**config.mk**
```make
export PLATFORM = sky130hd
export DESIGN_NAME = mem_port_arbiter
export DESIGN_NICKNAME = d
export VERILOG_FILES = /design/src/rtl/mips_pkg.sv /design/src/rtl/mem_arb_pick.sv /design/src/rtl/mem_port_arbiter.sv
export SDC_FILE = /design/constraint.sdc
export NUM_CORES = 1
export LEC_CHECK = 0
export ABC_AREA = 1
export CAP_MARGIN = 20
export CORE_ASPECT_RATIO = 1.1
export CORE_MARGIN = 3
export CORE_UTILIZATION = 47
export CTS_CLUSTER_DIAMETER = 150
export CTS_CLUSTER_SIZE = 30
export DETAILED_ROUTE_END_ITERATION = 8
export PLACE_DENSITY = 0.95
export SYNTH_ARGS = -nofsm -noshare
export SYNTH_HDL_FRONTEND = slang
export SYNTH_SLANG_ARGS = --single-unit
```
**constraint.sdc**
```tcl
create_clock -name clk -period 4.1 [get_ports clk]
set_input_delay 0.41 -clock clk [delete_from_list [all_inputs] [get_ports clk]]
set_output_delay 0.41 -clock clk [all_outputs]
set_load 0.03 [all_outputs]
```
**src/rtl/mips_pkg.sv**
```systemverilog
// Shared types and helpers for the mips_core memory-port arbiter.
// A word is lane[0..3], and lane[0] holds bits 31:24.
package mips_pkg;

  typedef enum logic [1:0] {IDLE, ACCESS, RESP} arb_state_t;
  typedef enum logic {PORT_IF, PORT_D} port_id_t;
  typedef logic [0:3][7:0] lanes_t;

  localparam int DEF_MEM_LAT    = 1;
  localparam int DEF_STARVE_MAX = 4;

  function automatic logic [31:0] lanes_to_word(input lanes_t lanes);
    return {lanes[0], lanes[1], lanes[2], lanes[3]};
  endfunction

  function automatic lanes_t word_to_lanes(input logic [31:0] word);
    lanes_t lanes;
    lanes[0] = word[31:24];
    lanes[1] = word[23:16];
    lanes[2] = word[15:8];
    lanes[3] = word[7:0];
    return lanes;
  endfunction

endpackage

```
**src/rtl/mem_arb_pick.sv**
```systemverilog
// Picks the winner for the shared memory port. Data normally wins a tie.
// A streak counter lets fetch win after STARVE_MAX back-to-back data grants.
module mem_arb_pick
  import mips_pkg::*;
#(
  parameter int STARVE_MAX = DEF_STARVE_MAX
) (
  input  logic clk,
  input  logic rst_b,
  input  logic if_req,
  input  logic d_req,
  input  logic grant_ok,
  output logic if_ready,
  output logic d_ready
);

  localparam logic [3:0] STREAK_CAP = 4'(STARVE_MAX);

  logic [3:0] streak;
  logic       fetch_starved;

  // NOTE: every output of this always_comb is assigned on every path, so no latch is inferred.
  always_comb begin
    fetch_starved = (streak == STREAK_CAP);
    if_ready      = grant_ok & if_req & (~d_req | fetch_starved);
    d_ready       = grant_ok & d_req & ~(if_req & fetch_starved);
  end

  // A data grant with fetch waiting implies streak < cap, so the increment saturates by itself.
  // NOTE: sequential state uses <= so each flop sees the pre-edge value of the others.
  always_ff @(posedge clk) begin
    if (rst_b) begin
      streak <= '0;
    end else if (if_ready) begin
      streak <= '0;
    end else if (d_ready) begin
      streak <= if_req ? streak + 4'd1 : '0;
    end
  end

endmodule

```
**src/rtl/mem_port_arbiter.sv**
```systemverilog
// Serialises fetch and load/store accesses onto the single 4x8-bit memory port.
// Reads take MEM_LAT cycles and stores take one, and each access ends with a one-cycle response.
module mem_port_arbiter
  import mips_pkg::*;
#(
  parameter int MEM_LAT    = DEF_MEM_LAT,
  parameter int STARVE_MAX = DEF_STARVE_MAX
) (
  input  logic             clk,
  input  logic             rst_b,
  input  logic             halted,
  input  logic             if_req,
  input  logic [31:0]      if_addr,
  output logic             if_ready,
  output logic [31:0]      if_rdata,
  output logic             if_rvalid,
  input  logic             d_req,
  input  logic             d_we,
  input  logic [31:0]      d_addr,
  input  logic [31:0]      d_wdata,
  output logic             d_ready,
  output logic [31:0]      d_rdata,
  output logic             d_rvalid,
  output logic             d_misalign,
  output logic [31:0]      mem_addr,
  output logic [0:3][7:0]  mem_data_in,
  input  logic [0:3][7:0]  mem_data_out,
  output logic             mem_write_en,
  output logic             busy
);

  localparam logic [3:0] LAT_LAST = 4'(MEM_LAT - 1);

  arb_state_t state;
  port_id_t   port;
  logic       is_store;
  logic       addr_misalign;
  logic [3:0] lat_cnt;
  logic       grant_ok;

  assign grant_ok = (state == IDLE) && !halted;
  assign busy     = (state != IDLE);

  mem_arb_pick #(.STARVE_MAX(STARVE_MAX)) u_pick (
    .clk      (clk),
    .rst_b    (rst_b),
    .if_req   (if_req),
    .d_req    (d_req),
    .grant_ok (grant_ok),
    .if_ready (if_ready),
    .d_ready  (d_ready)
  );

  always_ff @(posedge clk) begin
    if (rst_b) begin
      state         <= IDLE;
      port          <= PORT_IF;
      is_store      <= 1'b0;
      addr_misalign <= 1'b0;
      lat_cnt       <= '0;
      mem_addr      <= '0;
      mem_data_in   <= '0;
      mem_write_en  <= 1'b0;
      if_rdata      <= '0;
      if_rvalid     <= 1'b0;
      d_rdata       <= '0;
      d_rvalid      <= 1'b0;
      d_misalign    <= 1'b0;
    end else begin
      // Pulse outputs default low and are raised only in the cycle that needs them.
      if_rvalid    <= 1'b0;
      d_rvalid     <= 1'b0;
      d_misalign   <= 1'b0;
      mem_write_en <= 1'b0;
      case (state)
        IDLE: begin
          if (d_ready) begin
            state         <= ACCESS;
            port          <= PORT_D;
            is_store      <= d_we;
            addr_misalign <= (d_addr[1:0] != 2'b00);
            mem_addr      <= d_addr & ~32'h3;
            lat_cnt       <= '0;
            if (d_we) begin
              mem_write_en <= 1'b1;
              mem_data_in  <= word_to_lanes(d_wdata);
            end
          end else if (if_ready) begin
            state         <= ACCESS;
            port          <= PORT_IF;
            is_store      <= 1'b0;
            addr_misalign <= 1'b0;
            mem_addr      <= if_addr & ~32'h3;
            lat_cnt       <= '0;
          end
        end
        ACCESS: begin
          if (is_store || lat_cnt == LAT_LAST) begin
            state <= RESP;
            if (port == PORT_D) begin
              d_rvalid   <= 1'b1;
              d_misalign <= addr_misalign;
              if (!is_store) d_rdata <= lanes_to_word(mem_data_out);
            end else begin
              if_rvalid <= 1'b1;
              if_rdata  <= lanes_to_word(mem_data_out);
            end
          end else begin
            lat_cnt <= lat_cnt + 4'd1;
          end
        end
        RESP:    state <= IDLE;
        default: state <= IDLE;
      endcase
    end
  end

endmodule

```
# [Yosys cells after proc, flatten, opt, wreduce, memory -nomap -nowiden]
# Index checks and enable logic that the tools add are counted.
[op_classes] addsub=2 muxes=18 n_eq_ne=5 reduce_logical=19 div_mod_pow=0 shift=0 order_cmp=0 bitwise=14 multipliers=0
[ops] cell="32-bit two-way mux" count=2
[ops] cell="4-bit two-way mux" count=4
[ops] cell="3-bit AND reduction" count=3
[ops] cell="4-bit by 1-bit adder with 4-bit output, second input constant" count=2
[ops] cell="1-bit inverter" count=8
[ops] cell="4-bit case mux with 2 select lines" count=1
[ops] cell="2-bit nonzero test" count=4
[ops] cell="1-bit two-way mux" count=7
[ops] cell="2-bit two-way mux" count=3
[ops] cell="3-bit OR reduction" count=2
[ops] cell="1-bit AND" count=5
[ops] cell="4-bit by 3-bit equality test with 1-bit output, second input constant" count=1
[ops] cell="4-bit logical NOT" count=1
[ops] cell="2-bit inequality test, second input constant" count=2
[ops] cell="2-bit case mux with 2 select lines" count=1
[ops] cell="2-bit AND reduction" count=2
[ops] cell="4-bit AND reduction" count=1
[ops] cell="4-bit OR reduction" count=1
[ops] cell="3-bit inequality test, second input constant" count=1
[ops] cell="2-bit by 1-bit equality test with 1-bit output, second input constant" count=1
[ops] cell="2-bit logical NOT" count=1
[ops] cell="2-bit OR reduction" count=1
[ops] cell="1-bit logical AND" count=1
[ops] cell="1-bit logical NOT" count=1
[ops] cell="other kinds (2)" count=2
[totals] output_inout_bits=135 n_memories=0 latch_bits=0 ram_bits=0 elab_cells=75 regBits=145 rom_bits=0 inputBits=134

# [Logic depth before layout (Yosys ltp)]
[logic_depth] ltp_word=7 depth_mapped=10

# [By module]
# From an unflattened synthesis, not the netlist that was laid out.
[hier_totals] cells_unflattened=840 area_unflattened_um2=5829.3
[modules_own_cells] mod="mem_port_arbiter" instances=1 seq_area_each_um2=2782.7 cells_each=793 area_per_inst_um2=5539.1
[modules_own_cells] mod="mem_arb_pick" instances=1 seq_area_each_um2=80.1 cells_each=47 area_per_inst_um2=290.3

# [Worst setup path before layout]
# No wires, ideal clock.
[synth_timing] kind="reg-to-output" start="reg u_pick.streak[0]" end="out if_ready" path_stages_with_launch=5 arrival_time_ps=1227 path_buffers=0 slack_ps=2463 required_time_ps=3690 cell_sequence="dfxtp_1 inv_1 ha_1 nand3_1 a21oi_1"
[synth_via] elab_chain_cells=3
[synth_rtl] item="from (decl)" line="mem_arb_pick.sv:19" rtl="logic [3:0] streak;"
[synth_rtl] item="from (signal assigned)" line="mem_arb_pick.sv:37" rtl="streak <= if_req ? streak + 4'd1 : '0;"
[synth_rtl] item="4-bit by 3-bit equality test with 1-bit output" line="mem_arb_pick.sv:24" rtl="fetch_starved = (streak == STREAK_CAP);"
[synth_rtl] item="1-bit bitwise OR" line="mem_arb_pick.sv:25" rtl="if_ready = grant_ok & if_req & (~d_req | fetch_starved);"
[synth_rtl] item="1-bit AND" line="mem_arb_pick.sv:25"
[synth_rtl] item="to (decl)" line="mem_port_arbiter.sv:14" rtl="output logic if_ready,"
# No other way between the ends.

# [Worst setup path after layout]
[layout_timing] start="in if_req" end="out if_ready"
[layout_via] elab_chain_cells=2
[layout_rtl] item="from (decl)" line="mem_port_arbiter.sv:12" rtl="input logic if_req,"
[layout_rtl] item="1-bit AND (2 in a row)" line="mem_arb_pick.sv:25"
# No other way between the ends.

==> run_results.csv <==
group,metric,value,unit
global_route,grt_pass1_wl,31300,µm
clock_network,cts.sinks,143,
timing,tns,0,ps
clock_network,cts_setup_buffers,0,
min_path,min_path_type,"flop to flop",
logic_synthesis,synth-edff-count,0,
power,power.leakage,4.29,nW
timing,grt_setup_unrepaired,"no",
clock_network,cts_resized,0,
clock_network,hold_buffers,0,
logic_synthesis,ys_types,30,
timing,post-route-period-util,62.7,%
worst_setup_path,end_kind,"output port",
cells_and_area,nNetsFinal,1302,
clock_network,cts_tree,"built",
logic_synthesis,synth_area,6540,µm²
logic_synthesis,ys_seq_area_share,43.8,%
cells_and_area,final_util,72.4,%
placed_design,numPlacedInstances,1329,
clock_network,numCtsBuffers,17,
cells_and_area,antennaDiodeCount,0,
cells_and_area,n_fill_cell,1008,
power,ir_worst_vdd,0.232,mV
placed_design,dpl.hpwl,13700,µm
global_route,grt_start_max_net_pins,76,
logic_synthesis,synth_top_area_cell,"dfxtp_1",
worst_setup_path,cp_top_family,"buffers and inverters",
timing,fin_crit,2570,ps
logic_synthesis,synth_top_flop_cell,"dfxtp_1",
timing,skew,13.3,ps
worst_setup_path,critical_path.max_stage_delay,730,ps
routing,drtAntennaViolNets,0,
clock_network,clock_latency,410,ps
routing,firstDrtPassIters,5,
worst_setup_path,path_buf_inv,2,
cells_and_area,multiInputGateArea,2620,µm²
clock_network,root_buffer,"clkbuf_16",
die,start_util,48.7,%
logic_synthesis,synth_most_common_cell,"nand2_1",
placed_design,post-place-ws,1410,ps
timing,hold_viol,0,
logic_synthesis,synthTopCellsByCount,"nand2_1, inv_1, dfxtp_1, nand3_1, a21oi_1",
timing,max_freq,389,MHz
global_route,gr-total-overflow,0,
timing,slew_violations,0,
die,die_y,130,µm
routing,drt-initial-drc-count,562,
timing,setup_ws,1530,ps
worst_setup_path,worstSetupPathType,"primary input to output port",
worst_setup_path,critPathLaunchType,"primary input",
logic_synthesis,synthTopCellsByArea,"dfxtp_1, nand2_1, inv_1",
die,rows,44,
timing,worstMarginPinSlew,1050,ps
cells_and_area,regArea,2860,µm²
logic_synthesis,synthCells,941,
worst_setup_path,crit_top_cell,"clkdlybuf4s50_1",
clock_network,clockBufferDepth,2,
worst_setup_path,critPathSlowestCell,"clkdlybuf4s50_1",
power,power.density,409,nW/µm²
worst_setup_path,cp_max_fo,7,
timing,slew_headroom,30.3,%
die,core,13400,µm²
placed_design,port_buffers,264,
routing,vias_per_cell,5.11,
routing,routed_wl,20000,µm
worst_setup_path,worstPathCellList,"clkdlybuf4s50_1 -> nand3_1 -> a21oi_1 -> clkdlybuf4s50_1",
routing,wire_per_inst,14.7,µm
routing,drcViolationCount,0,
cells_and_area,stdcell_count,1361,
global_route,gr-usage-all-layers,25.0,%
die,io_pins,269,
cells_and_area,drive_gt1_share,4.67,%
logic_synthesis,async_flop_share,0,%
logic_synthesis,synth.avg_cell_area,6.95,µm²
cells_and_area,synthToLayoutAreaGrowth,48.6,%
worst_setup_path,required,3690,ps
logic_synthesis,ys.warnings.count,0,
clock_network,clk_pin_slew,60,ps
global_route,grt_pass1_vias,6549,
flow_run,drv_cap,0,
timing,finalSetupViolations,0,
die,die_area,15400,µm²
logic_synthesis,synth-seq-cells,143,
global_route,grt_antenna_before_repair,0,
outcome,status,"complete, no violations",
routing,vias,6955,
worst_setup_path,crit_arrival,2160,ps
logic_synthesis,yosysTopAreaCellShare,43.8,%
placed_design,place_congestion,0.817,
die,die_w,118,µm
clock_network,htreeDepth,4,
-- cells by family after synthesis --
family,share of synthesized area [%]
and+or+nand+nor,30.5
buffers and inverters,16.3
DFF,43.8
AOI/OAI and AO/OA,8.32
adders and majority gates,0.765
xor gates and xnor gates,0.268
other,0.0573
-- worst reg2reg max path: stages, from the launching register on --
cell     delay [ps]
dfxtp_1         370
inv_1            90
ha_1            240
nand3_1         120
nor2_1           60
nor2_2          160
buf_4           400
nand2_2         510
nand2_1         210
inv_1            50
nor2_1          120
-- routing by layer --
layer | vias up | share of wire [%] | GRT usage (%)
met5 | - | 0 | 0
met4 | 0 | 2.9 | 10.7
met3 | 34 | 9.1 | 8.11
met2 | 303 | 51 | 45.3
met1 | 3213 | 37 | 27.1
li1 | 3405 | - | -
-- registers in the layout, indices dropped and copies added (netlist names) --
register       flops
mem_addr          30
is_store           1
if_rdata          32
addr_misalign      1
lat_cnt            4
mem_write_en       1
u_pick.streak      4
state              2
d_misalign         1
d_rdata           32
mem_data_in       32
d_rvalid           1
port               1
if_rvalid          1
-- power by group --
part / internal, W / switching [W] / total [W]
Clock: 0.00110 / 0.000590 / 0.00169
Combinational: 0.000325 / 0.000458 / 0.000783
Sequential: 0.00147 / 0.0000399 / 0.00151
Total: 0.00289 / 0.00109 / 0.00398
-- cell usage in the layout, fill, tap and decap left out, types with 3 or more instances in the layout --
| master | n |
|---|---|
| bufinv_16 | 5 |
| nor2_1 | 46 |
| clkdlybuf4s50_1 | 263 |
| a21oi_1 | 74 |
| nand4_1 | 66 |
| nand3_1 | 104 |
| clkbuf_16 | 17 |
| inv_2 | 3 |
| buf_4 | 10 |
| clkinvlp_4 | 3 |
| dfxtp_1 | 143 |
| ha_1 | 4 |
| nand2_1 | 212 |
| nand2_2 | 3 |
| o21ai_0 | 31 |
| inv_1 | 169 |
-- metrics by stage --
stage               power (W)  cell area, µm²  hold WS (ps)
detailed placement    0.00231            9070           452
CTS                   0.00400            9720           461
global placement      0.00229            9070           447
finish                0.00398            9720           460
floorplan             0.00199            6550           441
global route          0.00414            9720           480
-- final cells by class --
type | instances | share of cell area (%)
Sequential cell | 143 | 29.4
Timing Repair Buffer | 274 | 27.9
Multi-Input combinational cell | 556 | 26.9
Inverter | 172 | 6.64
Clock buffer | 19 | 4.56
Tap cell | 184 | 2.37
Clock inverter | 13 | 2.15
-- path summary, 6_finish.rpt --
check                   start              end  slack, ps  cells after the start
max reg2reg  u_pick.streak[0]  mem_data_in[17]       1700                     10
max                    if_req         if_ready       1530                      4
min                d_rdata[7]       d_rdata[7]        460                      2
min reg2reg        d_rdata[7]       d_rdata[7]        460                      2
Note: power is estimated with default switching activity, not from simulation.
